==> src/rtl/cpu_ctrl_fsm_if.sv <==
// rtl/cpu_ctrl_fsm_if.sv - control-unit handshake and datapath-control bundle
interface cpu_ctrl_fsm_if #(
    parameter int CNT_WIDTH = 32
);
    logic                 run_i;
    logic [31:0]          instr_i;
    logic                 imem_req_o;
    logic                 imem_ack_i;
    logic                 ir_load_o;
    logic                 rf_re_o;
    logic [3:0]           alu_op_o;
    logic                 div_start_o;
    logic                 div_done_i;
    logic                 cmp_eq_i;
    logic                 cmp_gt_i;
    logic                 dmem_re_o;
    logic                 dmem_we_o;
    logic                 dmem_ack_i;
    logic                 rf_we_o;
    logic [1:0]           rf_wsel_o;
    logic                 pc_en_o;
    logic                 pc_sel_o;
    logic                 illegal_o;
    logic                 div_err_o;
    logic [CNT_WIDTH-1:0] instret_o;
    logic [2:0]           state_o;

    modport master (
        input  run_i, instr_i, imem_ack_i, div_done_i, cmp_eq_i, cmp_gt_i, dmem_ack_i,
        output imem_req_o, ir_load_o, rf_re_o, alu_op_o, div_start_o, dmem_re_o,
               dmem_we_o, rf_we_o, rf_wsel_o, pc_en_o, pc_sel_o, illegal_o,
               div_err_o, instret_o, state_o
    );

    modport slave (
        output run_i, instr_i, imem_ack_i, div_done_i, cmp_eq_i, cmp_gt_i, dmem_ack_i,
        input  imem_req_o, ir_load_o, rf_re_o, alu_op_o, div_start_o, dmem_re_o,
               dmem_we_o, rf_we_o, rf_wsel_o, pc_en_o, pc_sel_o, illegal_o,
               div_err_o, instret_o, state_o
    );
endinterface

==> src/rtl/cpu_ctrl_fsm.sv <==
// rtl/cpu_ctrl_fsm.sv - multicycle fetch/decode/execute/memory/writeback control unit
module cpu_ctrl_fsm #(
    parameter int DIV_TIMEOUT = 64,
    parameter int CNT_WIDTH   = 32
) (
    input  logic            clk_i,
    input  logic            rst_i,
    cpu_ctrl_fsm_if.master  bus
);
    typedef enum logic [2:0] {
        S_FETCH    = 3'd0,
        S_DECODE   = 3'd1,
        S_EXEC     = 3'd2,
        S_DIV_WAIT = 3'd3,
        S_MEM      = 3'd4,
        S_WB       = 3'd5
    } state_t;

    localparam logic [3:0] OP_ADD = 4'h0, OP_LW  = 4'h1, OP_SW  = 4'h2, OP_SUB = 4'h3;
    localparam logic [3:0] OP_MUL = 4'h4, OP_DIV = 4'h5, OP_AND = 4'h6, OP_OR  = 4'h7;
    localparam logic [3:0] OP_XOR = 4'h8, OP_BEQ = 4'h9, OP_BGT = 4'hA, OP_BGE = 4'hB;
    localparam logic [3:0] OP_JMP = 4'hC, OP_LI  = 4'hD;

    localparam int             DCW      = $clog2(DIV_TIMEOUT) + 1;
    localparam logic [DCW-1:0] DIV_LAST = DCW'(DIV_TIMEOUT - 1);

    state_t               state_q, state_d;
    logic [3:0]           opcode_q;
    logic [DCW-1:0]       div_cnt_q;
    logic [CNT_WIDTH-1:0] instret_q;
    logic                 div_err_q;

    logic       imem_req, ir_load, rf_re, div_start, dmem_re, dmem_we;
    logic       rf_we, pc_en, pc_sel, illegal, div_timeout, retire;
    logic [3:0] alu_op;
    logic [1:0] rf_wsel;

    always_comb begin
        state_d     = state_q;
        imem_req    = 1'b0;
        ir_load     = 1'b0;
        rf_re       = 1'b0;
        alu_op      = 4'h0;
        div_start   = 1'b0;
        dmem_re     = 1'b0;
        dmem_we     = 1'b0;
        rf_we       = 1'b0;
        rf_wsel     = 2'd0;
        pc_en       = 1'b0;
        pc_sel      = 1'b0;
        illegal     = 1'b0;
        div_timeout = 1'b0;
        case (state_q)
            S_FETCH: begin
                imem_req = bus.run_i;
                if (bus.run_i && bus.imem_ack_i) begin
                    ir_load = 1'b1;
                    state_d = S_DECODE;
                end
            end
            S_DECODE: begin
                rf_re = 1'b1;
                if (opcode_q >= 4'hE) begin
                    illegal = 1'b1;
                    pc_en   = 1'b1;
                    state_d = S_FETCH;
                end else begin
                    state_d = S_EXEC;
                end
            end
            S_EXEC: begin
                case (opcode_q)
                    OP_ADD, OP_SUB, OP_MUL, OP_AND, OP_OR, OP_XOR: begin
                        alu_op  = opcode_q;
                        state_d = S_WB;
                    end
                    OP_DIV: begin
                        alu_op    = OP_DIV;
                        div_start = 1'b1;
                        state_d   = S_DIV_WAIT;
                    end
                    OP_LW, OP_SW: begin
                        alu_op  = OP_ADD;
                        state_d = S_MEM;
                    end
                    OP_BEQ, OP_BGT, OP_BGE: begin
                        alu_op  = OP_SUB;
                        pc_en   = 1'b1;
                        pc_sel  = (opcode_q == OP_BEQ) ? bus.cmp_eq_i :
                                  (opcode_q == OP_BGT) ? bus.cmp_gt_i :
                                                         (bus.cmp_gt_i | bus.cmp_eq_i);
                        state_d = S_FETCH;
                    end
                    OP_JMP: begin
                        pc_en   = 1'b1;
                        pc_sel  = 1'b1;
                        state_d = S_FETCH;
                    end
                    OP_LI:   state_d = S_WB;
                    default: state_d = S_FETCH;
                endcase
            end
            S_DIV_WAIT: begin
                alu_op = OP_DIV;
                // A result arriving on the last allowed cycle still wins over the timeout.
                if (bus.div_done_i) begin
                    state_d = S_WB;
                end else if (div_cnt_q == DIV_LAST) begin
                    div_timeout = 1'b1;
                    pc_en       = 1'b1;
                    state_d     = S_FETCH;
                end
            end
            S_MEM: begin
                if (opcode_q == OP_LW) begin
                    dmem_re = 1'b1;
                    if (bus.dmem_ack_i) state_d = S_WB;
                end else begin
                    dmem_we = 1'b1;
                    if (bus.dmem_ack_i) begin
                        pc_en   = 1'b1;
                        state_d = S_FETCH;
                    end
                end
            end
            S_WB: begin
                rf_we   = 1'b1;
                rf_wsel = (opcode_q == OP_LW) ? 2'd1 : (opcode_q == OP_LI) ? 2'd2 : 2'd0;
                pc_en   = 1'b1;
                state_d = S_FETCH;
            end
            default: state_d = S_FETCH;
        endcase
    end

    assign retire = pc_en & ~illegal & ~div_timeout;

    always_ff @(posedge clk_i or posedge rst_i) begin
        if (rst_i) begin
            state_q   <= S_FETCH;
            opcode_q  <= 4'h0;
            div_cnt_q <= '0;
            instret_q <= '0;
            div_err_q <= 1'b0;
        end else begin
            state_q <= state_d;
            if (ir_load) opcode_q <= bus.instr_i[3:0];
            if (div_start)                  div_cnt_q <= '0;
            else if (state_q == S_DIV_WAIT) div_cnt_q <= div_cnt_q + 1'b1;
            if (retire)      instret_q <= instret_q + 1'b1;
            if (div_timeout) div_err_q <= 1'b1;
        end
    end

    // The fetch handshake is the only path not already zeroed by the async state reset.
    assign bus.imem_req_o  = imem_req & ~rst_i;
    assign bus.ir_load_o   = ir_load & ~rst_i;
    assign bus.rf_re_o     = rf_re;
    assign bus.alu_op_o    = alu_op;
    assign bus.div_start_o = div_start;
    assign bus.dmem_re_o   = dmem_re;
    assign bus.dmem_we_o   = dmem_we;
    assign bus.rf_we_o     = rf_we;
    assign bus.rf_wsel_o   = rf_wsel;
    assign bus.pc_en_o     = pc_en;
    assign bus.pc_sel_o    = pc_sel;
    assign bus.illegal_o   = illegal;
    assign bus.div_err_o   = div_err_q;
    assign bus.instret_o   = instret_q;
    assign bus.state_o     = state_q;
endmodule

==> src/flat_wrapper.sv <==
// flat-port wrapper written by rule: the top's interface ports become plain ports
module cpu_ctrl_fsm_flat 
#(
    parameter int DIV_TIMEOUT = 64,
    parameter int CNT_WIDTH   = 32
)
  (clk_i, rst_i, bus_run_i, bus_instr_i, bus_imem_ack_i, bus_div_done_i, bus_cmp_eq_i, bus_cmp_gt_i, bus_dmem_ack_i, bus_imem_req_o, bus_ir_load_o, bus_rf_re_o, bus_alu_op_o, bus_div_start_o, bus_dmem_re_o, bus_dmem_we_o, bus_rf_we_o, bus_rf_wsel_o, bus_pc_en_o, bus_pc_sel_o, bus_illegal_o, bus_div_err_o, bus_instret_o, bus_state_o);
  cpu_ctrl_fsm_if #(.CNT_WIDTH(CNT_WIDTH)) bus_i ();
  input  logic clk_i;
  input  logic rst_i;
  input wire logic [$bits(bus_i.run_i)-1:0] bus_run_i;
  input wire logic [$bits(bus_i.instr_i)-1:0] bus_instr_i;
  input wire logic [$bits(bus_i.imem_ack_i)-1:0] bus_imem_ack_i;
  input wire logic [$bits(bus_i.div_done_i)-1:0] bus_div_done_i;
  input wire logic [$bits(bus_i.cmp_eq_i)-1:0] bus_cmp_eq_i;
  input wire logic [$bits(bus_i.cmp_gt_i)-1:0] bus_cmp_gt_i;
  input wire logic [$bits(bus_i.dmem_ack_i)-1:0] bus_dmem_ack_i;
  output wire logic [$bits(bus_i.imem_req_o)-1:0] bus_imem_req_o;
  output wire logic [$bits(bus_i.ir_load_o)-1:0] bus_ir_load_o;
  output wire logic [$bits(bus_i.rf_re_o)-1:0] bus_rf_re_o;
  output wire logic [$bits(bus_i.alu_op_o)-1:0] bus_alu_op_o;
  output wire logic [$bits(bus_i.div_start_o)-1:0] bus_div_start_o;
  output wire logic [$bits(bus_i.dmem_re_o)-1:0] bus_dmem_re_o;
  output wire logic [$bits(bus_i.dmem_we_o)-1:0] bus_dmem_we_o;
  output wire logic [$bits(bus_i.rf_we_o)-1:0] bus_rf_we_o;
  output wire logic [$bits(bus_i.rf_wsel_o)-1:0] bus_rf_wsel_o;
  output wire logic [$bits(bus_i.pc_en_o)-1:0] bus_pc_en_o;
  output wire logic [$bits(bus_i.pc_sel_o)-1:0] bus_pc_sel_o;
  output wire logic [$bits(bus_i.illegal_o)-1:0] bus_illegal_o;
  output wire logic [$bits(bus_i.div_err_o)-1:0] bus_div_err_o;
  output wire logic [$bits(bus_i.instret_o)-1:0] bus_instret_o;
  output wire logic [$bits(bus_i.state_o)-1:0] bus_state_o;
  assign bus_i.run_i = bus_run_i;
  assign bus_i.instr_i = bus_instr_i;
  assign bus_i.imem_ack_i = bus_imem_ack_i;
  assign bus_i.div_done_i = bus_div_done_i;
  assign bus_i.cmp_eq_i = bus_cmp_eq_i;
  assign bus_i.cmp_gt_i = bus_cmp_gt_i;
  assign bus_i.dmem_ack_i = bus_dmem_ack_i;
  assign bus_imem_req_o = bus_i.imem_req_o;
  assign bus_ir_load_o = bus_i.ir_load_o;
  assign bus_rf_re_o = bus_i.rf_re_o;
  assign bus_alu_op_o = bus_i.alu_op_o;
  assign bus_div_start_o = bus_i.div_start_o;
  assign bus_dmem_re_o = bus_i.dmem_re_o;
  assign bus_dmem_we_o = bus_i.dmem_we_o;
  assign bus_rf_we_o = bus_i.rf_we_o;
  assign bus_rf_wsel_o = bus_i.rf_wsel_o;
  assign bus_pc_en_o = bus_i.pc_en_o;
  assign bus_pc_sel_o = bus_i.pc_sel_o;
  assign bus_illegal_o = bus_i.illegal_o;
  assign bus_div_err_o = bus_i.div_err_o;
  assign bus_instret_o = bus_i.instret_o;
  assign bus_state_o = bus_i.state_o;
  cpu_ctrl_fsm #(.DIV_TIMEOUT(DIV_TIMEOUT), .CNT_WIDTH(CNT_WIDTH)) u_core (.clk_i(clk_i), .rst_i(rst_i), .bus(bus_i));
endmodule
==> config.mk <==
export PLATFORM = sky130hd
export DESIGN_NAME = cpu_ctrl_fsm_flat
export DESIGN_NICKNAME = d
export VERILOG_FILES = /design/src/rtl/cpu_ctrl_fsm_if.sv /design/src/rtl/cpu_ctrl_fsm.sv /design/src/flat_wrapper.sv
export SDC_FILE = /design/constraint.sdc
export NUM_CORES = 1
export LEC_CHECK = 0
export ABC_AREA = 1
export CAP_MARGIN = 0
export CORE_AREA = 2 2 77 134
export CTS_BUF_LIST = sky130_fd_sc_hd__clkbuf_8
export DETAILED_ROUTE_END_ITERATION = 12
export DIE_AREA = 0 0 79 136
export PLACE_DENSITY = 0.7
export SLEW_MARGIN = 20
export SYNTH_ARGS = -nofsm -noshare
export SYNTH_HDL_FRONTEND = slang
export SYNTH_SLANG_ARGS = --single-unit
==> constraint.sdc <==
create_clock -name clk_i -period 1.75 [get_ports clk_i]
set_input_delay 0.2625 -clock clk_i [delete_from_list [all_inputs] [get_ports clk_i]]
set_output_delay 0.2625 -clock clk_i [all_outputs]
set_load 0.02 [all_outputs]
* Word-level counts from Yosys, hierarchy flattened
Index checks and enable logic that the tools add are counted.
** Word-level totals
- Register bits after elaboration :: 47
- Latch bits :: 0
- Memory bits (writable) :: 0
- ROM bits :: 0
- Input bits :: 40
- Output and inout port bits :: 52
- Word-level logic and storage cells :: 88
- Memories kept :: 0
** Operators by class
- Add/sub/neg operators :: 2
- Multipliers :: 0
- Div/mod/pow operators :: 0
- Magnitude comparators :: 1
- Eq/ne operators :: 22
- Shifts and indexed selects :: 0
- Mux-type cells :: 40
- Bitwise logic cells :: 8
- Reductions and logical operators :: 10
** Operator list (number)
- $add 32x1->32 const B :: 1
- $eq 4x4->1 const B :: 6
- $mux 1 :: 22
- $mux 3 :: 6
- $eq 4x3->1 const B :: 4
- $pmux 3 s5 :: 1
- $mux 7 :: 2
- $pmux 4 s3 :: 1
- $pmux 3 s3 :: 1
- $eq 4x2->1 const B :: 2
- $mux 2 :: 4
- $pmux 4 s2 :: 1
- $add 7x1->7 const B :: 1
- $eq 7x6->1 const B :: 1
- $reduce_or 7->1 :: 1
- $eq 3x2->1 const B :: 2
- $eq 3x3->1 const B :: 2
- $reduce_or 6->1 :: 1
- $pmux 1 s5 :: 1
- $and 1x1->1 :: 4
- $eq 4x1->1 const B :: 1
- $ge 4x4->1 const B :: 1
- $logic_not 4->1 :: 1
- $reduce_or 4->1 :: 1
- other kinds (13) :: 15

* Longest topological paths before layout
Gate-level depths: netlist of run 1.
- Depth in word-level cells :: 6
- Mapped depth :: 13
- Gate-level depth less buffers :: 11

* Least setup slack after synthesis of run 1
Ideal clock, no wire load.
- Kind :: input -> output
- Start :: input rst_i
- End :: output bus_imem_req_o
- Arrival time :: 1.701 ns
- Required time :: 1.487 ns
- Setup slack :: -0.213 ns
- Stages :: 3
- Path buffers :: 0
- Cell sequence :: inv_1 > nand2_1 > nor2_1
** On the way
- Cells in the longest elaborated chain, start to end :: 2
** RTL lines
- start: declaration :: line flat_wrapper.sv:10 : input logic rst_i;
- $not 1->1 :: line cpu_ctrl_fsm.sv:156 : assign bus.imem_req_o = imem_req & ~rst_i;
- $and 1x1->1 :: line cpu_ctrl_fsm.sv:156
- end: declaration :: line flat_wrapper.sv:18 : output wire logic [$bits(bus_i.imem_req_o)-1:0] bus_imem_req_o;
No other way between the ends.

* Worst setup path in the final report of run 1
- Start :: register u_core.opcode_q[0]
- End :: output bus_alu_op_o[0]
** On the way
- Cells in the longest elaborated chain, start to end :: 4
- Elaborated cells on any way between the ends :: 14
- Classes of those cells :: eq/ne (9); mux (2); reduce/logical (3)
** RTL lines
- start: declaration :: line cpu_ctrl_fsm.sv:28 : logic [3:0] opcode_q;
- start signal: assignment :: line cpu_ctrl_fsm.sv:147 : if (ir_load) opcode_q <= bus.instr_i[3:0];
- $eq 4x2->1 (tied with other cells) :: line cpu_ctrl_fsm.sv:72 : case (opcode_q)
- $reduce_or 6->1 / $reduce_or 3->1 (equally long branches)
- $pmux 4 s3 (*) :: line cpu_ctrl_fsm.sv:72
- $pmux 4 s2 (*) :: line cpu_ctrl_fsm.sv:53 : case (state_q)
- end: declaration :: line flat_wrapper.sv:21 : output wire logic [$bits(bus_i.alu_op_o)-1:0] bus_alu_op_o;
Every way passes the cells marked *; elsewhere a longest branch is shown, timed or not.

==> summary.txt, run 1 <==
STATUS
-------------------------------------------------------------------------------------
Result of the run                                                        finished with violations
Violations in the final reports                                          setup timing

DRT
-------------------------------------------------------------------------------------
Count of routing violations after the opening detailed-route iteration            249
Per-cell via count in the routed design                                          4.88
Post-route DRC violation count                                                      0
Per-cell routed wire length                                                   13.9 µm
DRT antenna net count                                                               0
Drt pass-1 iters                                                                    6
Final WL                                                                     10800 µm
Routed via count                                                                 3808

FINISH
-------------------------------------------------------------------------------------
Utilization after layout                                                        51.1%
Most common cell after layout, fill and taps aside                       sky130_fd_sc_hd__nand2_1
Top library cells by usage in the layout, fill and taps aside            193 x sky130_fd_sc_hd__nand2_1, 79 x sky130_fd_sc_hd__buf_4, 66 x sky130_fd_sc_hd__nor2_1
Final design area excluding fillers                                       0.00497 mm²
Area added between synthesis and finish                                         50.4%
Share of layout cells above drive strength 1                                    26.9%
Count of antenna diodes in the layout                                               0
Net total in the final layout                                                     697

POWER
-------------------------------------------------------------------------------------
Combinational group share of total power                                        59.8%
P_int                                                                       0.00311 W
Proportion of total power due to net switching                                  43.6%
Worst voltage drop across the vdd grid                                     0.000778 V
Cell leakage power                                                            2.64 nW
Fraction of power consumed by the clock network                                 13.5%
Switching power summed over all nets                                        0.00241 W
PD cells                                                                  1110 mW/mm²
Sequential Power Share                                                          26.7%
Design Power                                                                0.00552 W

CLOCK NETWORK
-------------------------------------------------------------------------------------
Root Buffer                                                              sky130_fd_sc_hd__clkbuf_8
Number of sinks on the clock net                                                   47
Number of buffers inserted during clock tree synthesis                              5
Clock Path Buffers                                                                  2
Maximum level of the CTS H-tree                                                     2
Later-pin clock latency in the skew report                                    0.32 ns
Clock tree from TritonCTS                                                         yes
Clock-pin slew on the worst setup and hold paths                              0.10 ns
Count of hold buffers inserted by post-cts repair                                   0

STA
-------------------------------------------------------------------------------------
Final setup vio count                                                              39
Setup ws final                                                              -0.147 ns
Max-slew violations                                                                 0
Post-route clock period utilization                                              108%
Setup Skew                                                                  0.0119 ns
Maximum achievable frequency                                                  527 MHz
Worst rel slew slack                                                            58.0%
Slew at the pin closest to its max-slew limit                                0.631 ns
Final hold violation count                                                          0
Tmin final                                                                    1.90 ns
Setup repair after global routing missed its margin                              true

PLACE
-------------------------------------------------------------------------------------
Detailed placer's ending HPWL                                                 7750 µm
Quantity of I/O buffers inserted on ports                                          63
Final weighted congestion in routability-driven placement                       0.969
Dpl cell area                                                             0.00447 mm²

WORST SETUP PATH
-------------------------------------------------------------------------------------
Data required time of the worst path                                          1.49 ns
Ordered cell list for the critical path                                  inv_4 -> buf_6 -> nor3_4 -> nor2_1 -> a31oi_1 -> buf_4
Kind of start point of the critical path                                     register
Worst path arrival time                                                       1.63 ns
Critical setup path kind                                                 register to primary output
Startpoint of the worst setup timing path                                u_core.opcode_q[0]
Endpoint type of the worst setup path                                    primary output
Crit Path Max Fanout                                                                4
FF-to-FF Start                                                           u_core.bus.state_o[1]
CP peak stage delay                                                           0.45 ns
Cell at the slowest stage of the critical path                           sky130_fd_sc_hd__dfrtp_2

LOGIC SYNTHESIS
-------------------------------------------------------------------------------------
Post-synthesis register bit count                                                  47
Net count of the mapped netlist                                                   556
Prevailing post-synth register cell                                      sky130_fd_sc_hd__dfrtp_1
Synthesized instance count                                                        513
Post-Syn Area                                                             0.00331 mm²
Top cell type by total area after synthesis                              sky130_fd_sc_hd__dfrtp_1
Cell types occupying the most area after synthesis                       sky130_fd_sc_hd__dfrtp_1 36%, sky130_fd_sc_hd__nand2_1 23%, sky130_fd_sc_hd__nor2_1 8.9%, sky130_fd_sc_hd__nand3_1 8.3%, sky130_fd_sc_hd__inv_1 4.7%
Register area share after synthesis                                             35.6%
Average cell area after synthesis                                            6.45 µm²
Share of synthesized registers carrying an async set or reset                    100%
Yosys warning count                                                                 0
Synth unique cells                                                                 34
EDFF count, synth                                                                   0
Area share of the largest cell type after synthesis                             35.6%

HOLD PATH
-------------------------------------------------------------------------------------
Worst hold start                                                         u_core.bus.div_err_o
Hold/Removal Path Class                                                  register to register

FLOORPLAN
-------------------------------------------------------------------------------------
Die footprint                                                              0.0107 mm²
Site row count                                                                     48
Height of the chip                                                             136 µm
Die Wd                                                                          79 µm
Io pins                                                                            92
Core Region                                                               0.00973 mm²
Initial core utilization                                                        34.0%

GRT
-------------------------------------------------------------------------------------
Via count of the first global-routing pass                                       3919
Antenna violations before repair                                                    0
GR Overflow Total                                                                   0
Overall fraction of global-route tracks in use                                  20.8%
Global-route wire length before repair                                       17800 µm
Maximum number of pins on one net before global-route repair                       48

JOB
-------------------------------------------------------------------------------------
Max cap viols                                                                       0

[state kept, by name, summed over array words and instances (netlist names)]
| register | cells |
|---|---|
| u_core.opcode_q | 4 |
| u_core.bus.state_o | 3 |
| u_core.bus.instret_o | 32 |
| u_core.div_cnt_q | 7 |
| u_core.bus.div_err_o | 1 |
[worst max-delay path: cells and delay by family (launching register included)]
| kind | cells | cell delay, ns |
|---|---|---|
| buf+inv | 3 | 0.37 |
| flops | 1 | 0.45 |
| compound gates | 1 | 0.18 |
| simple gates | 2 | 0.32 |
[per-stage QoR]
stage          cells  TNS, ns  setup slack [ns]  hold WS, ns
2_1_floorplan    513        0         0.0000870        0.290
3_5_place_dp     748    -6.33            -0.377        0.464
5_1_grt          780    -6.17            -0.219        0.510
4_1_cts          774   -0.706            -0.135        0.496
6_report         780    -1.29            -0.147        0.490
3_3_place_gp     748    -5.97            -0.381        0.459
[cell type report]
class | instances | area (µm²)
fillers | 945 | 4760
multi-input cells | 407 | 2030
repair buffers | 145 | 1310
flip-flops and latches | 47 | 1180
inverters | 48 | 189
well taps | 125 | 156
clock buffers | 6 | 82.6
clock inverters | 2 | 16.3
[logic make-up after synthesis]
family          share of synthesized area, %
mux                                    0.340
simple gates                            46.8
fa+ha+maj                               1.14
compound gates                          3.90
flops                                   35.6
xor+xnor                                3.97
buf+inv                                 8.32
[cells in the mapped netlist, types with 4 or more instances]
cell type / number
sky130_fd_sc_hd__nand2_1: 206
sky130_fd_sc_hd__nor2_1: 78
sky130_fd_sc_hd__nand3_1: 55
sky130_fd_sc_hd__dfrtp_1: 47
sky130_fd_sc_hd__inv_1: 41
sky130_fd_sc_hd__xor2_1: 11
sky130_fd_sc_hd__a21oi_1: 10
sky130_fd_sc_hd__buf_6: 6
sky130_fd_sc_hd__inv_2: 6
sky130_fd_sc_hd__nor2_2: 6
sky130_fd_sc_hd__o21ai_0: 6
sky130_fd_sc_hd__buf_2: 4
sky130_fd_sc_hd__nand2_2: 4
sky130_fd_sc_hd__xnor2_1: 4
[timing repair]
action | CTS | global route
endpoints found under the setup margin | 51 | 62
gates resized for setup | 112 | 58
pin swaps | 7 | 9
setup buffers | 18 | 7
[routing by layer]
layer | part of all wire, % | up-vias | track usage (%) | routed length (µm)
met5 | 0 | - | 0 | 0
met3 | 5.0 | 39 | 3.59 | 544
met2 | 55 | 128 | 40.9 | 6000
li1 | - | 1889 | - | -
met1 | 35 | 1752 | 19.9 | 3800
met4 | 4.4 | 0 | 11.2 | 480
[power groups by stage]
stage / sequential (W) / clock (W) / combinational, W
after CTS: 0.00144 / 0.000771 / 0.00292
after global placement: 0.00143 / 0 / 0.00256
after floorplan: 0.00149 / 0 / 0.00137
final: 0.00148 / 0.000745 / 0.00330
after global routing: 0.00149 / 0.000800 / 0.00353
after detailed placement: 0.00145 / 0 / 0.00261
[final timing paths]
kind | end | slack [ns] | cells after the start
max | bus_alu_op_o[0] | -0.15 | 6
min | u_core.bus.div_err_o | 0.49 | 1
max reg2reg | u_core.bus.instret_o[15] | -0.04 | 9
min reg2reg | u_core.bus.div_err_o | 0.49 | 1
max in group asynchronous | u_core.bus.state_o[1] | 0.73 | 3
min in group asynchronous | u_core.bus.instret_o[2] | 0.55 | 3
Note: power is estimated with default switching activity, not from simulation.
==> run 2, diff against run 1 <==
--- a/config.mk
+++ b/config.mk
@@ -11,7 +11,7 @@
 export CTS_BUF_LIST = sky130_fd_sc_hd__clkbuf_8
 export DETAILED_ROUTE_END_ITERATION = 12
 export DIE_AREA = 0 0 79 136
-export PLACE_DENSITY = 0.7
+export PLACE_DENSITY = 0.67
 export SLEW_MARGIN = 20
 export SYNTH_ARGS = -nofsm -noshare
 export SYNTH_HDL_FRONTEND = slang
==> constraint.sdc (replaced) <==
create_clock -name clk_i -period 2 [get_ports clk_i]
set_input_delay 0.3 -clock clk_i [delete_from_list [all_inputs] [get_ports clk_i]]
set_output_delay 0.3 -clock clk_i [all_outputs]
set_load 0.02 [all_outputs]
==> summary.txt, run 2 (synthesis gave the netlist of run 1 again) <==
STATUS
-------------------------------------------------------------------------------------
Result of the run                                                        complete, no violations

WORST SETUP PATH
-------------------------------------------------------------------------------------
FF-to-FF Start                                                           u_core.bus.state_o[0]
Data required time of the worst path                                          1.70 ns   +0.21 ns
Terminus of the critical flop-to-flop path                               u_core.bus.instret_o[13]
Critical setup path kind                                                 register to primary output
Kind of start point of the critical path                                     register
Endpoint type of the worst setup path                                    primary output
R2r setup slk                                                                 0.13 ns   +0.17 ns
Worst setup endpoint                                                      bus_pc_en_o
R2R depth                                                                          11   +2
Worst path arrival time                                                       1.63 ns   about the same
Crit Path Max Fanout                                                                4   unchanged
Startpoint of the worst setup timing path                                u_core.bus.state_o[0]

FINISH
-------------------------------------------------------------------------------------
Count of antenna diodes in the layout                                               0   unchanged
Area added between synthesis and finish                                         36.1%
Most common cell after layout, fill and taps aside                       sky130_fd_sc_hd__nand2_1
Net total in the final layout                                                     660   -5.3%
Final design area excluding fillers                                       0.00450 mm²   -9.5%
Share of layout cells above drive strength 1                                    17.5%   -9.4 points
Top library cells by usage in the layout, fill and taps aside            205 x sky130_fd_sc_hd__nand2_1, 72 x sky130_fd_sc_hd__nor2_1, 55 x sky130_fd_sc_hd__nand3_1
Number of flip-flops under the largest register name                               32   unchanged

DRT
-------------------------------------------------------------------------------------
Count of routing violations after the opening detailed-route iteration            282   +13%
Per-cell via count in the routed design                                          4.92   +0.82%
DRT antenna net count                                                               0   unchanged
Metal3 WL                                                                      515 µm   -5.3%
Met2 wire len                                                                 5540 µm   -7.5%
Wire length on met1                                                           3830 µm   +0.76%
Per-cell routed wire length                                                   13.9 µm   about the same
Drt pass-1 iters                                                                    4   -2
Final WL                                                                     10300 µm   -4.7%
Post-route DRC violation count                                                      0   unchanged
DR top layer                                                                     met4
Routed via count                                                                 3657   -4.0%

FLOORPLAN
-------------------------------------------------------------------------------------
Initial core utilization                                                        34.0%   unchanged
Site row count                                                                     48   unchanged
Height of the chip                                                             136 µm   unchanged
Core Region                                                               0.00973 mm²   unchanged
Io pins                                                                            92   unchanged
Die Wd                                                                          79 µm   unchanged
Die footprint                                                              0.0107 mm²   unchanged

CLOCK NETWORK
-------------------------------------------------------------------------------------
Number of buffers inserted during clock tree synthesis                              5   unchanged
Maximum level of the CTS H-tree                                                     2   unchanged
Clock Path Buffers                                                                  2   unchanged
Number of sinks on the clock net                                                   47   unchanged
Clock tree from TritonCTS                                                         yes
Root Buffer                                                              sky130_fd_sc_hd__clkbuf_8
Later-pin clock latency in the skew report                                    0.31 ns   about the same
Clock-pin slew on the worst setup and hold paths                              0.08 ns   -0.02 ns

STA
-------------------------------------------------------------------------------------
Final setup vio count                                                               0   -100%
Final hold violation count                                                          0   unchanged
Worst rel slew slack                                                            59.4%   +1.5 points
Worst-case hold slack                                                        0.481 ns   -0.00897 ns
Setup Skew                                                                  0.0107 ns   -0.00120 ns
Slew at the pin closest to its max-slew limit                                0.608 ns   -0.0223 ns
Maximum achievable frequency                                                  517 MHz
Max-slew violations                                                                 0   unchanged
Tmin final                                                                    1.93 ns
Post-route clock period utilization                                             96.7%
Setup repair after global routing missed its margin                              true

GRT
-------------------------------------------------------------------------------------
Overall fraction of global-route tracks in use                                  19.2%   -1.7 points
Via count of the first global-routing pass                                       3644   -7.0%
Maximum number of pins on one net before global-route repair                       48   unchanged
GR Overflow Total                                                                   0   unchanged
Antenna violations before repair                                                    0   unchanged
Global-route wire length before repair                                       16400 µm   -7.8%

POWER
-------------------------------------------------------------------------------------
Cell leakage power                                                            2.17 nW   -18%
PD cells                                                                   969 mW/mm²   -13%
Design Power                                                                0.00436 W   -21%
Worst voltage drop across the vdd grid                                     0.000633 V   -19%

PLACE
-------------------------------------------------------------------------------------
Final weighted congestion in routability-driven placement                       0.953   -1.6%
Dpl cell area                                                             0.00432 mm²   -3.3%
Detailed placer's ending HPWL                                                 7510 µm   -3.2%
Quantity of I/O buffers inserted on ports                                          63   unchanged

HOLD PATH
-------------------------------------------------------------------------------------
Hold/Removal Path Class                                                  register to register

JOB
-------------------------------------------------------------------------------------
Max cap viols                                                                       0   unchanged

[run 2: timing repair]
item / CTS / global route
pin swaps: 1 / 3
endpoints found under the setup margin: 16 / 44
resized for setup: 43 / 28
buffers inserted: 3 / 0
hold buffers: 0 / 0
gates cloned: 0 / 1
[run 2: how the worst min path moves through the flow]
stage / start / endpoint / slack (ns) / depth (start not counted)
after floorplan: rst_i / u_core.bus.div_err_o / 0.33 / 1
after global placement: u_core.bus.div_err_o / u_core.bus.div_err_o / 0.46 / 1
after detailed placement: u_core.bus.div_err_o / u_core.bus.div_err_o / 0.47 / 1
after CTS: u_core.bus.div_err_o / u_core.bus.div_err_o / 0.49 / 1
after global routing: u_core.bus.div_err_o / u_core.bus.div_err_o / 0.52 / 1
final: u_core.bus.div_err_o / u_core.bus.div_err_o / 0.48 / 1
[run 2: final cells by class]
| class | instances | area (µm²) |
|---|---|---|
| well taps | 125 | 156 |
| multi-input cells | 408 | 1930 |
| fillers | 1022 | 5230 |
| clock inverters | 2 | 35.0 |
| flip-flops and latches | 47 | 1180 |
| repair buffers | 107 | 923 |
| clock buffers | 6 | 82.6 |
| inverters | 48 | 184 |
[run 2: worst max-delay path, stage by stage (launching register included)]
cell and delay (ns):
sky130_fd_sc_hd__dfrtp_2 0.46, sky130_fd_sc_hd__buf_4 0.16, sky130_fd_sc_hd__nand2_1 0.10, sky130_fd_sc_hd__nor3_2 0.06, sky130_fd_sc_hd__nand2_1 0.08, sky130_fd_sc_hd__nand2_1 0.10
sky130_fd_sc_hd__nor2_4 0.17, sky130_fd_sc_hd__nor2_8 0.04, sky130_fd_sc_hd__buf_4 0.15
[run 2: layer usage]
metal,vias to the layer above,global-route usage [%]
met4,0,10.4
met1,1701,19.6
li1,1809,-
met3,36,3.72
met2,111,35.8
met5,-,0
[run 2: where the power goes]
part | leakage (nW) | internal, W | total (W) | switching (W)
logic | 1.48 | 0.000958 | 0.00232 | 0.00137
clock network | 0.0612 | 0.000405 | 0.000751 | 0.000346
registers | 0.628 | 0.00109 | 0.00128 | 0.000188
total | 2.17 | 0.00246 | 0.00436 | 0.00190
[run 2: through the flow]
stage                     worst slack, ns  utilization, %  TNS (ns)  instances
final                              0.0663            46.2         0        743
after global routing              -0.0348            46.2    -0.269        743
after detailed placement           -0.170            44.4    -0.688        731
after floorplan                    0.0724               -         0        513
after CTS                         -0.0151            46.0   -0.0151        742
after global placement             -0.190            44.4    -0.373        731
